**src/rtl/mem_arbiter_ctrl_if.sv**
```systemverilog
// Signal bundle shared by the two requesters, the arbiter/controller and the
// asynchronous scratch memory. The controller uses the slave view; the
// requesters together with the memory use the master view.
interface mem_arbiter_ctrl_if #(
  parameter int AW = 4,
  parameter int DW = 4
);
  logic          req0, req1;
  logic          we0, we1;
  logic [AW-1:0] addr0, addr1;
  logic [DW-1:0] wdata0, wdata1;
  logic          gnt0, gnt1;
  logic          done0, done1;
  logic [DW-1:0] rdata;
  logic          err;
  logic          mem_cs, mem_wr, mem_rd;
  logic [AW-1:0] mem_addr;
  logic [DW-1:0] mem_wdata;
  logic [DW-1:0] mem_rdata;

  modport slave (
    input  req0, req1, we0, we1, addr0, addr1, wdata0, wdata1, mem_rdata,
    output gnt0, gnt1, done0, done1, rdata, err,
           mem_cs, mem_wr, mem_rd, mem_addr, mem_wdata
  );

  modport master (
    output req0, req1, we0, we1, addr0, addr1, wdata0, wdata1, mem_rdata,
    input  gnt0, gnt1, done0, done1, rdata, err,
           mem_cs, mem_wr, mem_rd, mem_addr, mem_wdata
  );
endinterface

```
**src/rtl/mem_arbiter_ctrl.sv**
```systemverilog
// Two-port round-robin controller for the small asynchronous scratch memory.
// Each access runs SETUP -> STROBE -> HOLD so address/data are stable around
// the wr/rd strobe; all outputs are registered.
// Optional feature macro: ADDR_CHECK_EN -- rejects addresses >= DEPTH without
// touching the memory and flags the completion with err.
//
// state  | meaning
// IDLE   | no access; done pulse of the previous access; arbitration
// SETUP  | gnt pulse; cs, address and write data presented, no strobe
// STROBE | wr or rd strobe asserted
// HOLD   | wr released, rd kept high; read data captured on exit
module mem_arbiter_ctrl #(
  parameter int AW    = 4,
  parameter int DW    = 4,
  parameter int DEPTH = 9
) (
  input  logic              clk,
  input  logic              rst_n,
  mem_arbiter_ctrl_if.slave bus
);

`ifdef ADDR_CHECK_EN
  localparam bit CHECK_EN = 1'b1;
`else
  localparam bit CHECK_EN = 1'b0;
`endif

  typedef enum logic [1:0] {IDLE, SETUP, STROBE, HOLD} state_t;

  state_t        state, state_nx;
  logic          rr_ptr, rr_nx;
  logic          win, win_nx;
  logic          we_q, we_nx;
  logic          rej, rej_nx;
  logic          gnt0_nx, gnt1_nx, done0_nx, done1_nx, err_nx;
  logic          cs_nx, wr_nx, rd_nx;
  logic [AW-1:0] addr_nx;
  logic [DW-1:0] wdata_nx, rdata_nx;
  logic          pick, pick_we;
  logic [AW-1:0] pick_addr;
  logic [DW-1:0] pick_wdata;

  // Round-robin winner and its request fields; rr_ptr only matters on a tie.
  always_comb begin
    pick       = (bus.req0 && bus.req1) ? rr_ptr : bus.req1;
    pick_we    = pick ? bus.we1    : bus.we0;
    pick_addr  = pick ? bus.addr1  : bus.addr0;
    pick_wdata = pick ? bus.wdata1 : bus.wdata0;
  end

  // Next state and next values of every registered output.
  always_comb begin
    state_nx = state;
    rr_nx    = rr_ptr;
    win_nx   = win;
    we_nx    = we_q;
    rej_nx   = rej;
    gnt0_nx  = 1'b0;
    gnt1_nx  = 1'b0;
    done0_nx = 1'b0;
    done1_nx = 1'b0;
    err_nx   = 1'b0;
    cs_nx    = 1'b0;
    wr_nx    = 1'b0;
    rd_nx    = 1'b0;
    addr_nx  = bus.mem_addr;
    wdata_nx = bus.mem_wdata;
    rdata_nx = bus.rdata;
    case (state)
      IDLE: begin
        if (bus.req0 || bus.req1) begin
          state_nx = SETUP;
          rr_nx    = ~pick;
          win_nx   = pick;
          we_nx    = pick_we;
          rej_nx   = CHECK_EN && (int'(pick_addr) >= DEPTH);
          gnt0_nx  = ~pick;
          gnt1_nx  = pick;
          // A rejected access leaves the memory bus completely untouched.
          if (!rej_nx) begin
            cs_nx    = 1'b1;
            addr_nx  = pick_addr;
            wdata_nx = pick_wdata;
          end
        end
      end
      SETUP: begin
        if (rej) begin
          state_nx = IDLE;
          done0_nx = ~win;
          done1_nx = win;
          err_nx   = 1'b1;
        end else begin
          state_nx = STROBE;
          cs_nx    = 1'b1;
          wr_nx    = we_q;
          rd_nx    = ~we_q;
        end
      end
      STROBE: begin
        state_nx = HOLD;
        cs_nx    = 1'b1;
        rd_nx    = ~we_q;
      end
      HOLD: begin
        state_nx = IDLE;
        done0_nx = ~win;
        done1_nx = win;
        if (!we_q) rdata_nx = bus.mem_rdata;
      end
      default: state_nx = IDLE;
    endcase
  end

  // State and output registers; reset abandons any access in flight.
  always_ff @(posedge clk) begin
    if (!rst_n) begin
      state         <= IDLE;
      rr_ptr        <= 1'b0;
      win           <= 1'b0;
      we_q          <= 1'b0;
      rej           <= 1'b0;
      bus.gnt0      <= 1'b0;
      bus.gnt1      <= 1'b0;
      bus.done0     <= 1'b0;
      bus.done1     <= 1'b0;
      bus.err       <= 1'b0;
      bus.rdata     <= '0;
      bus.mem_cs    <= 1'b0;
      bus.mem_wr    <= 1'b0;
      bus.mem_rd    <= 1'b0;
      bus.mem_addr  <= '0;
      bus.mem_wdata <= '0;
    end else begin
      state         <= state_nx;
      rr_ptr        <= rr_nx;
      win           <= win_nx;
      we_q          <= we_nx;
      rej           <= rej_nx;
      bus.gnt0      <= gnt0_nx;
      bus.gnt1      <= gnt1_nx;
      bus.done0     <= done0_nx;
      bus.done1     <= done1_nx;
      bus.err       <= err_nx;
      bus.rdata     <= rdata_nx;
      bus.mem_cs    <= cs_nx;
      bus.mem_wr    <= wr_nx;
      bus.mem_rd    <= rd_nx;
      bus.mem_addr  <= addr_nx;
      bus.mem_wdata <= wdata_nx;
    end
  end

endmodule
```
**src/flat_wrapper.sv**
```systemverilog
// flat-port wrapper written by rule: the top's interface ports become plain ports
module mem_arbiter_ctrl_flat 
#(
  parameter int AW    = 4,
  parameter int DW    = 4,
  parameter int DEPTH = 9
)
  (clk, rst_n, bus_req0, bus_req1, bus_we0, bus_we1, bus_addr0, bus_addr1, bus_wdata0, bus_wdata1, bus_mem_rdata, bus_gnt0, bus_gnt1, bus_done0, bus_done1, bus_rdata, bus_err, bus_mem_cs, bus_mem_wr, bus_mem_rd, bus_mem_addr, bus_mem_wdata);
  mem_arbiter_ctrl_if #(.AW(AW), .DW(DW)) bus_i ();
  input  logic clk;
  input  logic rst_n;
  input wire logic [$bits(bus_i.req0)-1:0] bus_req0;
  input wire logic [$bits(bus_i.req1)-1:0] bus_req1;
  input wire logic [$bits(bus_i.we0)-1:0] bus_we0;
  input wire logic [$bits(bus_i.we1)-1:0] bus_we1;
  input wire logic [$bits(bus_i.addr0)-1:0] bus_addr0;
  input wire logic [$bits(bus_i.addr1)-1:0] bus_addr1;
  input wire logic [$bits(bus_i.wdata0)-1:0] bus_wdata0;
  input wire logic [$bits(bus_i.wdata1)-1:0] bus_wdata1;
  input wire logic [$bits(bus_i.mem_rdata)-1:0] bus_mem_rdata;
  output wire logic [$bits(bus_i.gnt0)-1:0] bus_gnt0;
  output wire logic [$bits(bus_i.gnt1)-1:0] bus_gnt1;
  output wire logic [$bits(bus_i.done0)-1:0] bus_done0;
  output wire logic [$bits(bus_i.done1)-1:0] bus_done1;
  output wire logic [$bits(bus_i.rdata)-1:0] bus_rdata;
  output wire logic [$bits(bus_i.err)-1:0] bus_err;
  output wire logic [$bits(bus_i.mem_cs)-1:0] bus_mem_cs;
  output wire logic [$bits(bus_i.mem_wr)-1:0] bus_mem_wr;
  output wire logic [$bits(bus_i.mem_rd)-1:0] bus_mem_rd;
  output wire logic [$bits(bus_i.mem_addr)-1:0] bus_mem_addr;
  output wire logic [$bits(bus_i.mem_wdata)-1:0] bus_mem_wdata;
  assign bus_i.req0 = bus_req0;
  assign bus_i.req1 = bus_req1;
  assign bus_i.we0 = bus_we0;
  assign bus_i.we1 = bus_we1;
  assign bus_i.addr0 = bus_addr0;
  assign bus_i.addr1 = bus_addr1;
  assign bus_i.wdata0 = bus_wdata0;
  assign bus_i.wdata1 = bus_wdata1;
  assign bus_i.mem_rdata = bus_mem_rdata;
  assign bus_gnt0 = bus_i.gnt0;
  assign bus_gnt1 = bus_i.gnt1;
  assign bus_done0 = bus_i.done0;
  assign bus_done1 = bus_i.done1;
  assign bus_rdata = bus_i.rdata;
  assign bus_err = bus_i.err;
  assign bus_mem_cs = bus_i.mem_cs;
  assign bus_mem_wr = bus_i.mem_wr;
  assign bus_mem_rd = bus_i.mem_rd;
  assign bus_mem_addr = bus_i.mem_addr;
  assign bus_mem_wdata = bus_i.mem_wdata;
  mem_arbiter_ctrl #(.AW(AW), .DW(DW), .DEPTH(DEPTH)) u_core (.clk(clk), .rst_n(rst_n), .bus(bus_i));
endmodule
```
**config.mk**
```make
export PLATFORM = sky130hd
export DESIGN_NAME = mem_arbiter_ctrl_flat
export DESIGN_NICKNAME = d
export VERILOG_FILES = /design/src/rtl/mem_arbiter_ctrl_if.sv /design/src/rtl/mem_arbiter_ctrl.sv /design/src/flat_wrapper.sv
export SDC_FILE = /design/constraint.sdc
export NUM_CORES = 1
export LEC_CHECK = 0
export CELL_PAD_IN_SITES_DETAIL_PLACEMENT = 1
export CELL_PAD_IN_SITES_GLOBAL_PLACEMENT = 1
export CORE_UTILIZATION = 31
export DETAILED_ROUTE_END_ITERATION = 12
export PLACE_DENSITY_LB_ADDON = 0.1
export SLEW_MARGIN = 20
export SYNTH_ARGS = -nofsm -noshare
export SYNTH_HDL_FRONTEND = slang
export SYNTH_SLANG_ARGS = --single-unit
```
**constraint.sdc**
```tcl
create_clock -name clk -period 3.6 [get_ports clk]
set_input_delay 0.36 -clock clk [delete_from_list [all_inputs] [get_ports clk]]
set_output_delay 0.36 -clock clk [all_outputs]
set_load 0.02 [all_outputs]
```
# Word-level counts from Yosys, hierarchy flattened
# Cells that the tools add are included.
# W data, S select, Z words.
# classes
eq_ne	4
bitwise	5
mux	8
n_reduce_logical	10
# ops
op	count
$mux W4	2
$pmux W2 S4	1
$reduce_and A2 Y1	4
$not A1 Y1	5
$eq A2 B2 Y1 const B	2
$reduce_or A2 Y1	2
$mux W1	3
$reduce_and A3 Y1	1
$eq A2 B1 Y1 const B	1
$logic_not A2 Y1	1
$mux W2	1
$ne A2 B1 Y1 const B	1
$pmux W1 S2	1
$logic_and A1 B1 Y1	1
$logic_or A1 B1 Y1	1
# word_totals
wordCells	41
regBits	24
inputBits	26

# Depth between registers and ports, before layout
# Gate-level depths: netlist of run 1.
# depth
depth_word	3
ltp_mapped	5

# Least setup slack after synthesis of run 1
# No wires, ideal clock.
# synth_timing
path_type	flip-flop to flip-flop
from	reg u_core.state[0]
to	reg u_core.state[1]
arrival_time_ps	1288
path_slack_ps	2185
required_ps	3472
period_less_slack_ps	1415
stages_incl_launch_ff	6
setup_time_ps	128
cell_sequence	dfxtp_1 inv_1 ha_1 or3b_4 mux2i_1 nor2_1
# synth_between
elab_chain_cells	2
elab_cells_between_ends	6
classes_between	eq/ne: 4; mux: 1; reduce/logical: 1
# synth_lines
item	line	source
start: declaration	mem_arbiter_ctrl.sv:30	state_t state, state_nx;
start signal: assignment	mem_arbiter_ctrl.sv:135	state <= state_nx;
$eq A2 B2 Y1, or another cell as far along	mem_arbiter_ctrl.sv:69	case (state)
$pmux W2 S4 / $ne A2 B1 Y1 (equally long branches)	--	
# Parallel ways exist; a longest one is shown, timed or not.
# A chain may end at the register's enable or synchronous reset.

==> results.sh, run 1 <==
export IMPL_status="complete, but fails checks"
export IMPL_failed_checks="DRC"
export IMPL_synth_top_family_by_area="compound AO/OA/AOI/OAI gates"
export IMPL_timing_rr_start="u_core.state[1]$_SDFFE_PN0P_"
export IMPL_place_inst=158
export IMPL_ctsHoldBuffers=0
export IMPL_synth_edf_count=0
export IMPL_critical_path_arrival_ns=2.12
export IMPL_antenna_cells=0
export IMPL_dr_pass1_iters=8
export IMPL_synth_seq_cells=24
export IMPL_synth_area_leader_cell="dfxtp_1"
export IMPL_crit_type="in2reg"
export IMPL_drive_gt1_share_pct=6.87
export IMPL_clock_sinks=24
export IMPL_synth_xor_area_share_pct=0
export IMPL_hold_viol=0
export IMPL_synth_compound_area_share_pct=16.2
export IMPL_drc=3
export IMPL_cts_tree="done"
export IMPL_seq_area_frac_synth_pct=49.9
export IMPL_syn_num_nets=120
export IMPL_internal_power_uw=633
export IMPL_crit_fanout=14
export IMPL_wl_mm=2.31
export IMPL_min_from="u_core.win$_SDFFE_PN0P_"
export IMPL_r2r_cells=5
export IMPL_skew_ns=0.00415
export IMPL_timing_rr_end="u_core.bus.mem_wdata[2]$_SDFFE_PN0P_"
export IMPL_p_leak_nw=0.614
export IMPL_cts_root_buffer="clkbuf_4"
export IMPL_setup_viol=0
export IMPL_cap_violations=0
export IMPL_io_pins=46
export IMPL_h_tree_depth=1
export IMPL_synth_cell_type_count=24
export IMPL_cts_setup_buffers=0
export IMPL_async_reset_ff_share_pct=0
export IMPL_pwr_share_clk_pct=20.5
export IMPL_tns_ns=0
export IMPL_syn_avg_cell_area_um2=10.9
export IMPL_grt_pass1_wl_mm=3.75
export IMPL_fmax_mhz=539
export IMPL_synthSimpleGateAreaFrac_pct=15.8
export IMPL_die_h_um=57.7
export IMPL_ant_nets=0
export IMPL_synth_area_leaders="dfxtp_1 (50%), a221o_1 (9.4%), ha_1 (7.8%), and3_1 (7.1%), mux2i_1 (5.2%)"
export IMPL_overflow=0
export IMPL_ir_drop_mv=0.445
export IMPL_die_area_mm2=0.00333
export IMPL_drv_slew=0
export IMPL_grt_pass1_vias=826
export IMPL_combPwrFrac_pct=40.1
export IMPL_synth_mux_area_share_pct=5.19
export IMPL_rrSetupSlack_ns=1.99
export IMPL_syn_cell_area_um2=963
export IMPL_crit_path_start_kind="input port"
export IMPL_layoutNonFillerInstCount=162
export IMPL_die_x_um=57.7
export IMPL_fill_cells=324
export IMPL_synth_warnings=0
export IMPL_via_count=804
export IMPL_min_path_type="reg2reg"
export IMPL_start_util_pct=33.8
export IMPL_power_switching_uw=318
export IMPL_core_mm2=0.00285
export IMPL_ys_flop_type="dfxtp_1"
export IMPL_drtIter0Drc=24
export IMPL_dp_hpwl_mm=1.69
export IMPL_period_share_pct=51.5
export IMPL_wire_per_inst_um=14.2
export IMPL_period_needed_ns=1.86
export IMPL_clkLatencyLatePin_ns=0.31
export IMPL_rsz0062_at_grt="no"
export IMPL_synthAdderAreaFrac_pct=7.79
export IMPL_port_buffers=44
export IMPL_hold_path_end="u_core.bus.done0$_SDFF_PN0_"
export IMPL_cts_resized=0
export IMPL_path_clk_slew_ns=0.13
export IMPL_cts_buffers=3
export IMPL_hold_depth=1
export IMPL_area_growth_pct=52.1
export IMPL_vias_per_cell=4.96
export IMPL_swShare_pct=33.4
export IMPL_seq_power_share_pct=39.5
export IMPL_row_count=19
export IMPL_grt_max_degree=15
export IMPL_required_ns=3.87
export IMPL_cellPowerDensity_mw_per_mm2=649
export IMPL_gp_congestion=0.711
export IMPL_antenna_found_initial=0
export IMPL_final_nets=164
export IMPL_final_util_pct=51.4
export IMPL_synth_top_cell_area_share_pct=49.9
export IMPL_syn_inst=88
export IMPL_cts_max_path_buffers=2
export IMPL_track_usage_pct=14.7
export IMPL_critPathCaptureType="register"
sequential cells by signal (all words and copies together), names as in the netlist:
signal                flops
u_core.rr_ptr             1
u_core.bus.gnt1           1
u_core.bus.gnt0           1
u_core.bus.mem_rd         1
u_core.bus.done0          1
u_core.win                1
u_core.bus.mem_wr         1
u_core.bus.rdata          4
u_core.bus.mem_cs         1
u_core.bus.done1          1
u_core.we_q               1
u_core.state              2
u_core.bus.mem_wdata      4
u_core.bus.mem_addr       4
Yosys cell counts, types with 2 or more instances:
cell      instances
dfxtp_1          24
a211oi_1          2
clkbuf_1          3
nor2_1            9
ha_1              6
and3_1           11
a221o_1           9
inv_1             4
mux2i_1           5
worst max path at each step:
stage,start,endpoint,slack (ns),depth (start not counted)
2_1_floorplan,u_core.state[0]$_SDFFE_PN0P_,u_core.state[1]$_SDFFE_PN0P_,2.18,5
3_3_place_gp,rst_n,u_core.bus.mem_addr[3]$_SDFFE_PN0P_,1.45,4
3_5_place_dp,rst_n,u_core.bus.mem_wdata[2]$_SDFFE_PN0P_,1.39,4
4_1_cts,rst_n,u_core.bus.mem_addr[1]$_SDFFE_PN0P_,1.74,4
5_1_grt,rst_n,u_core.bus.mem_wdata[2]$_SDFFE_PN0P_,1.62,4
6_report,rst_n,u_core.bus.mem_wdata[2]$_SDFFE_PN0P_,1.74,4
through the flow:
stage / area [µm²] / hold slack [ns] / power, mW / setup slack [ns]
global placement: 1410 / 0.435 / 0.758 / 1.45
floorplan: 963 / 0.403 / 0.602 / 2.18
finish: 1470 / 0.465 / 0.951 / 1.74
global route: 1470 / 0.480 / 1.01 / 1.62
CTS: 1470 / 0.467 / 0.965 / 1.74
detailed placement: 1410 / 0.436 / 0.766 / 1.39
layout by cell type (no fill, tap or decap), types with 2 or more instances in the layout:
| master | count |
|---|---|
| a211oi_1 | 2 |
| nor2_1 | 9 |
| mux2i_1 | 5 |
| ha_1 | 6 |
| clkbuf_4 | 3 |
| a221o_1 | 9 |
| and3_1 | 11 |
| inv_1 | 4 |
| dfxtp_1 | 24 |
| clkdlybuf4s50_1 | 44 |
cell families (layout without fill, tap and decap cells):
kind of cell / Yosys count / in the layout
adder cells (fa/ha/maj): 6 / 6
AO/OA/AOI/OAI: 16 / 16
buffers and inverters: 9 / 52
multiplexers: 5 / 5
AND/OR/NAND/NOR: 27 / 27
other: 1 / 1
flip-flops: 24 / 24
power groups by stage:
stage          sequential (mW)  clock (mW)  combinational, mW
2_1_floorplan            0.431           0              0.171
3_3_place_gp             0.381           0              0.378
3_5_place_dp             0.382           0              0.384
4_1_cts                  0.376       0.202              0.387
5_1_grt                  0.384       0.214              0.416
6_report                 0.375       0.195              0.381
layout make-up:
type	count	area, µm²	share of cell area [%]
repair buffers	44	440	30.1
multi-input cells	55	438	29.9
clock inverters	1	30.0	2.05
flip-flops and latches	24	480	32.8
clock buffers	3	22.5	1.54
well taps	31	38.8	2.65
inverters	4	15.0	1.02
worst max-delay path: stages:
cell	delay [ns]
clkdlybuf4s50_1	0.71
inv_1	0.30
a211oi_4	0.51
a221o_1	0.24
per-layer routing:
layer	global-route usage (%)	vias to the layer above	wire length [µm]
li1	-	403	-
met1	18.7	377	1070
met2	24.1	22	1080
met3	4.91	2	133
met4	4.08	0	22
met5	0	-	0
Power figures use the tool's default switching activity.
==> run 2: changes to the inputs <==
CORE_UTILIZATION = 26   (was 31)
clock period = 1.64 ns   (was 3.6 ns; I/O delays follow)
==> results.sh, run 2 (synthesis gave the netlist of run 1 again) <==
export IMPL_layoutNonFillerInstCount=183
export IMPL_ctsHoldBuffers=0
export IMPL_required_ns=1.80
export IMPL_skew_ns=0.00548
export IMPL_final_cell_mix="clkdlybuf4s50_1 (44), dfxtp_1 (24), and3_1 (11)"
export IMPL_core_mm2=0.00344
export IMPL_worst_slack_ns=0.104
export IMPL_min_path_type="reg2reg"
export IMPL_final_common_cell="clkdlybuf4s50_1"
export IMPL_period_share_pct=93.7
export IMPL_drc=0
export IMPL_clkLatencyLatePin_ns=0.27
export IMPL_dr_pass1_iters=4
export IMPL_start_util_pct=28.0
export IMPL_die_h_um=62.9
export IMPL_critPathCaptureType="register"
export IMPL_area_growth_pct=61.9
export IMPL_wire_per_inst_um=13.9
export IMPL_die_x_um=62.9
export IMPL_grt_pass1_wl_mm=4.40
export IMPL_crit_path_start_kind="register"
export IMPL_cts_setup_buffers=0
export IMPL_cap_violations=0
export IMPL_cts_resized=0
export IMPL_io_pins=46
export IMPL_antenna_found_initial=0
export IMPL_port_buffers=44
export IMPL_critical_path_arrival_ns=1.70
export IMPL_wl_mm=2.54
export IMPL_crit_fanout=10
export IMPL_drtIter0Drc=13
export IMPL_antenna_cells=0
export IMPL_drive_gt1_share_pct=10.9
export IMPL_path_clk_slew_ns=0.09
export IMPL_overflow=0
export IMPL_r2r_cells=5
export IMPL_vias_per_cell=4.60
export IMPL_cts_buffers=3
export IMPL_p_leak_nw=0.655
export IMPL_rsz0062_at_grt="no"
export IMPL_track_usage_pct=14.3
export IMPL_place_ws_ns=-0.00418
export IMPL_fmax_mhz=651
export IMPL_die_area_mm2=0.00395
export IMPL_period_needed_ns=1.54
export IMPL_cts_max_path_buffers=2
export IMPL_gp_congestion=0.739
export IMPL_grt_pass1_vias=944
export IMPL_h_tree_depth=1
export IMPL_dp_hpwl_mm=1.95
export IMPL_cts_tree="done"
export IMPL_ant_nets=0
export IMPL_hold_viol=0
export IMPL_via_count=841
export IMPL_hold_depth=1
export IMPL_final_nets=170
export IMPL_cts_root_buffer="clkbuf_8"
export IMPL_crit_type="reg2reg"
export IMPL_reg_top3="u_core.bus.mem_addr x4, u_core.bus.mem_wdata x4, u_core.bus.rdata x4"
export IMPL_setup_viol=0
export IMPL_clock_sinks=24
export IMPL_grt_max_degree=15
export IMPL_ir_drop_mv=0.790
export IMPL_status="completed"
export IMPL_drv_slew=0
export IMPL_place_inst=179
export IMPL_cellPowerDensity_mw_per_mm2=1450
export IMPL_row_count=21
export IMPL_fill_cells=390
==> run 2: changes by cell type in the layout (fill, tap and decap cells not counted), sizes merged <==
cell	delta
buf	+6
==> run 2: path summary, 6_finish.rpt <==
check                                             startpoint                                    to  slack (ns)
worst min-delay path                 u_core.win$_SDFFE_PN0P_           u_core.bus.done0$_SDFF_PN0_        0.47
worst max register to register  u_core.state[0]$_SDFFE_PN0P_  u_core.bus.mem_wdata[2]$_SDFFE_PN0P_        0.10
worst max-delay path            u_core.state[0]$_SDFFE_PN0P_  u_core.bus.mem_wdata[2]$_SDFFE_PN0P_        0.10
worst min register to register       u_core.win$_SDFFE_PN0P_           u_core.bus.done0$_SDFF_PN0_        0.47
==> run 2: cell type report <==
cell class	instances	area, µm²	share of cell area [%]
timing repair buffer	50	498	31.9
sequential	24	480	30.8
multi-input combinational	55	438	28.1
tap	46	57.6	3.69
clock buffer	3	41.3	2.65
clock inverter	1	30.0	1.92
inverter	4	15.0	0.962
==> run 2: worst max-delay path, cell delays in order, from the launching register on <==
cell and delay [ns]:
dfxtp_1 0.32, inv_1 0.10, ha_1 0.32, o21ai_2 0.19
and3_1 0.23, a221o_1 0.26
==> run 2: metal layers <==
layer	wire length [µm]	global-route usage (%)	vias up
li1	-	-	414
met1	1030	15.6	395
met2	1350	25.8	28
met3	128	4.56	4
met4	27	4.36	0
met5	0	0	-
==> run 2: power breakdown <==
part	internal [mW]	total, mW	switching, mW	leakage [nW]
clock	0.327	0.523	0.196	0.0357
sequential	0.729	0.805	0.0758	0.197
combinational	0.469	0.929	0.460	0.423
total	1.52	2.26	0.732	0.655
==> run 2: metrics by stage <==
stage / setup TNS (ns) / utilization (%) / total power, mW / hold slack (ns) / cell area [µm²]
3_5_place_dp: -0.00418 / 43.3 / 1.76 / 0.450 / 1490
3_3_place_gp: 0 / 43.3 / 1.73 / 0.447 / 1490
6_report: 0 / 45.3 / 2.26 / 0.473 / 1560
2_1_floorplan: 0 / - / 1.32 / 0.283 / 963
5_1_grt: 0 / 45.3 / 2.41 / 0.493 / 1560
4_1_cts: 0 / 45.3 / 2.30 / 0.472 / 1560
==> run 3: changes to the inputs <==
MAX_ROUTING_LAYER = met4   (was default)
==> results.sh, run 3 (synthesis gave the netlist of run 1 again) <==
export IMPL_setup_viol=0
export IMPL_via_count=838
export IMPL_wire_per_inst_um=13.9
export IMPL_die_h_um=62.9
export IMPL_tns_ns=0
export IMPL_crit_type="reg2reg"
export IMPL_required_ns=1.80
export IMPL_p_leak_nw=0.655
export IMPL_slowest_stage="dfxtp_1"
export IMPL_pwr_share_clk_pct=23.1
export IMPL_final_util_pct=45.3
export IMPL_cap_violations=0
export IMPL_skew_ns=0.00529
export IMPL_critPathCaptureType="register"
export IMPL_cp_cell_sequence="inv_1 -> ha_1 -> o21ai_2 -> and3_1 -> a221o_1"
export IMPL_track_usage_pct=14.6
export IMPL_min_path_type="reg2reg"
export IMPL_ir_drop_mv=0.794
export IMPL_hold_viol=0
export IMPL_start_util_pct=28.0
export IMPL_dr_pass1_iters=2
export IMPL_crit_fanout=10
export IMPL_die_area_mm2=0.00395
export IMPL_cts_buffers=3
export IMPL_combPwrFrac_pct=41.3
export IMPL_area_growth_pct=61.9
export IMPL_die_x_um=62.9
export IMPL_cts_resized=0
export IMPL_overflow=0
export IMPL_gp_congestion=0.748
export IMPL_status="completed"
export IMPL_ant_nets=0
export IMPL_port_buffers=44
export IMPL_clock_sinks=24
export IMPL_power_switching_uw=732
export IMPL_internal_power_mw=1.53
export IMPL_period_share_pct=93.6
export IMPL_final_nets=170
export IMPL_cellPowerDensity_mw_per_mm2=1450
export IMPL_final_common_cell="clkdlybuf4s50_1"
export IMPL_row_count=21
export IMPL_drc=0
export IMPL_crit_path_start_kind="register"
export IMPL_path_clk_slew_ns=0.09
export IMPL_grt_pass1_wl_mm=4.39
export IMPL_antenna_cells=0
export IMPL_reg_top3="u_core.bus.mem_addr x4, u_core.bus.mem_wdata x4, u_core.bus.rdata x4"
export IMPL_wl_mm=2.54
export IMPL_ctsHoldBuffers=0
export IMPL_drive_gt1_share_pct=10.9
export IMPL_cts_setup_buffers=0
export IMPL_dp_hpwl_mm=1.95
export IMPL_cts_max_path_buffers=2
export IMPL_swShare_pct=32.4
export IMPL_cts_tree="done"
export IMPL_critical_path_arrival_ns=1.69
export IMPL_cts_root_buffer="clkbuf_8"
export IMPL_vias_per_cell=4.58
export IMPL_fmax_mhz=652
export IMPL_grt_pass1_vias=946
export IMPL_final_cell_mix="clkdlybuf4s50_1 (44), dfxtp_1 (24), and3_1 (11)"
export IMPL_antenna_found_initial=0
export IMPL_h_tree_depth=1
export IMPL_period_needed_ns=1.53
export IMPL_io_pins=46
export IMPL_drtIter0Drc=17
export IMPL_grt_max_degree=15
export IMPL_crit_path_max_incr_delay_ns=0.32
export IMPL_rsz0062_at_grt="no"
export IMPL_clkLatencyLatePin_ns=0.27
export IMPL_drv_slew=0
export IMPL_core_mm2=0.00344
export IMPL_seq_power_share_pct=35.6
## run 3: cell counts in the layout (fill, tap and decap cells not counted)
No cell type changed its count.
## run 3: power by group through the flow
stage,Clock [mW],Sequential (mW),Combinational [mW]
floorplan,0,0.946,0.376
global placement,0,0.810,0.921
detailed placement,0,0.818,0.941
CTS,0.545,0.806,0.947
global route,0.562,0.825,1.02
finish,0.522,0.804,0.932
## run 3: metrics by stage
step | power [mW] | instances | hold WS, ns | worst slack (ns) | cell area [µm²]
after floorplan | 1.32 | 88 | 0.283 | 0.225 | 963
after global placement | 1.73 | 179 | 0.447 | 0.0657 | 1490
after detailed placement | 1.76 | 179 | 0.450 | -0.00418 | 1490
after CTS | 2.30 | 183 | 0.472 | 0.0888 | 1560
after global routing | 2.41 | 183 | 0.493 | 0.0215 | 1560
final | 2.26 | 183 | 0.472 | 0.105 | 1560
## run 3: path summary, 6_finish.rpt
| kind | startpoint | to | cells after the start | slack (ns) |
|---|---|---|---|---|
| max | u_core.state[0]$_SDFFE_PN0P_ | u_core.bus.mem_wdata[2]$_SDFFE_PN0P_ | 5 | 0.11 |
| max reg2reg | u_core.state[0]$_SDFFE_PN0P_ | u_core.bus.mem_wdata[2]$_SDFFE_PN0P_ | 5 | 0.11 |
| min reg2reg | u_core.win$_SDFFE_PN0P_ | u_core.bus.done0$_SDFF_PN0_ | 1 | 0.47 |
| min | u_core.win$_SDFFE_PN0P_ | u_core.bus.done0$_SDFF_PN0_ | 1 | 0.47 |
## run 3: area by class of cell
class                           count  area [µm²]
Clock buffer                        3        41.3
Clock inverter                      1        30.0
Fill cell                         390        1880
Inverter                            4        15.0
Multi-Input combinational cell     55         438
Sequential cell                    24         480
Tap cell                           46        57.6
Timing Repair Buffer               50         498
## run 3: critical path, delay by kind of cell (launching register included)
family,cells,cell delay [ns]
AO/OA/AOI/OAI,2,0.45
flip-flops,1,0.32
adder cells (fa/ha/maj),1,0.32
AND/OR/NAND/NOR,1,0.23
buffers and inverters,1,0.10
## run 3: metal layers
metal | vias to the layer above | share of wire [%] | global-route usage, % | wire, µm
li1 | 415 | - | - | -
met1 | 395 | 41 | 15.4 | 1040
met2 | 26 | 53 | 25.9 | 1350
met3 | 2 | 5.0 | 4.56 | 126
met4 | 0 | 0.75 | 4.36 | 19
met5 | - | 0 | - | 0
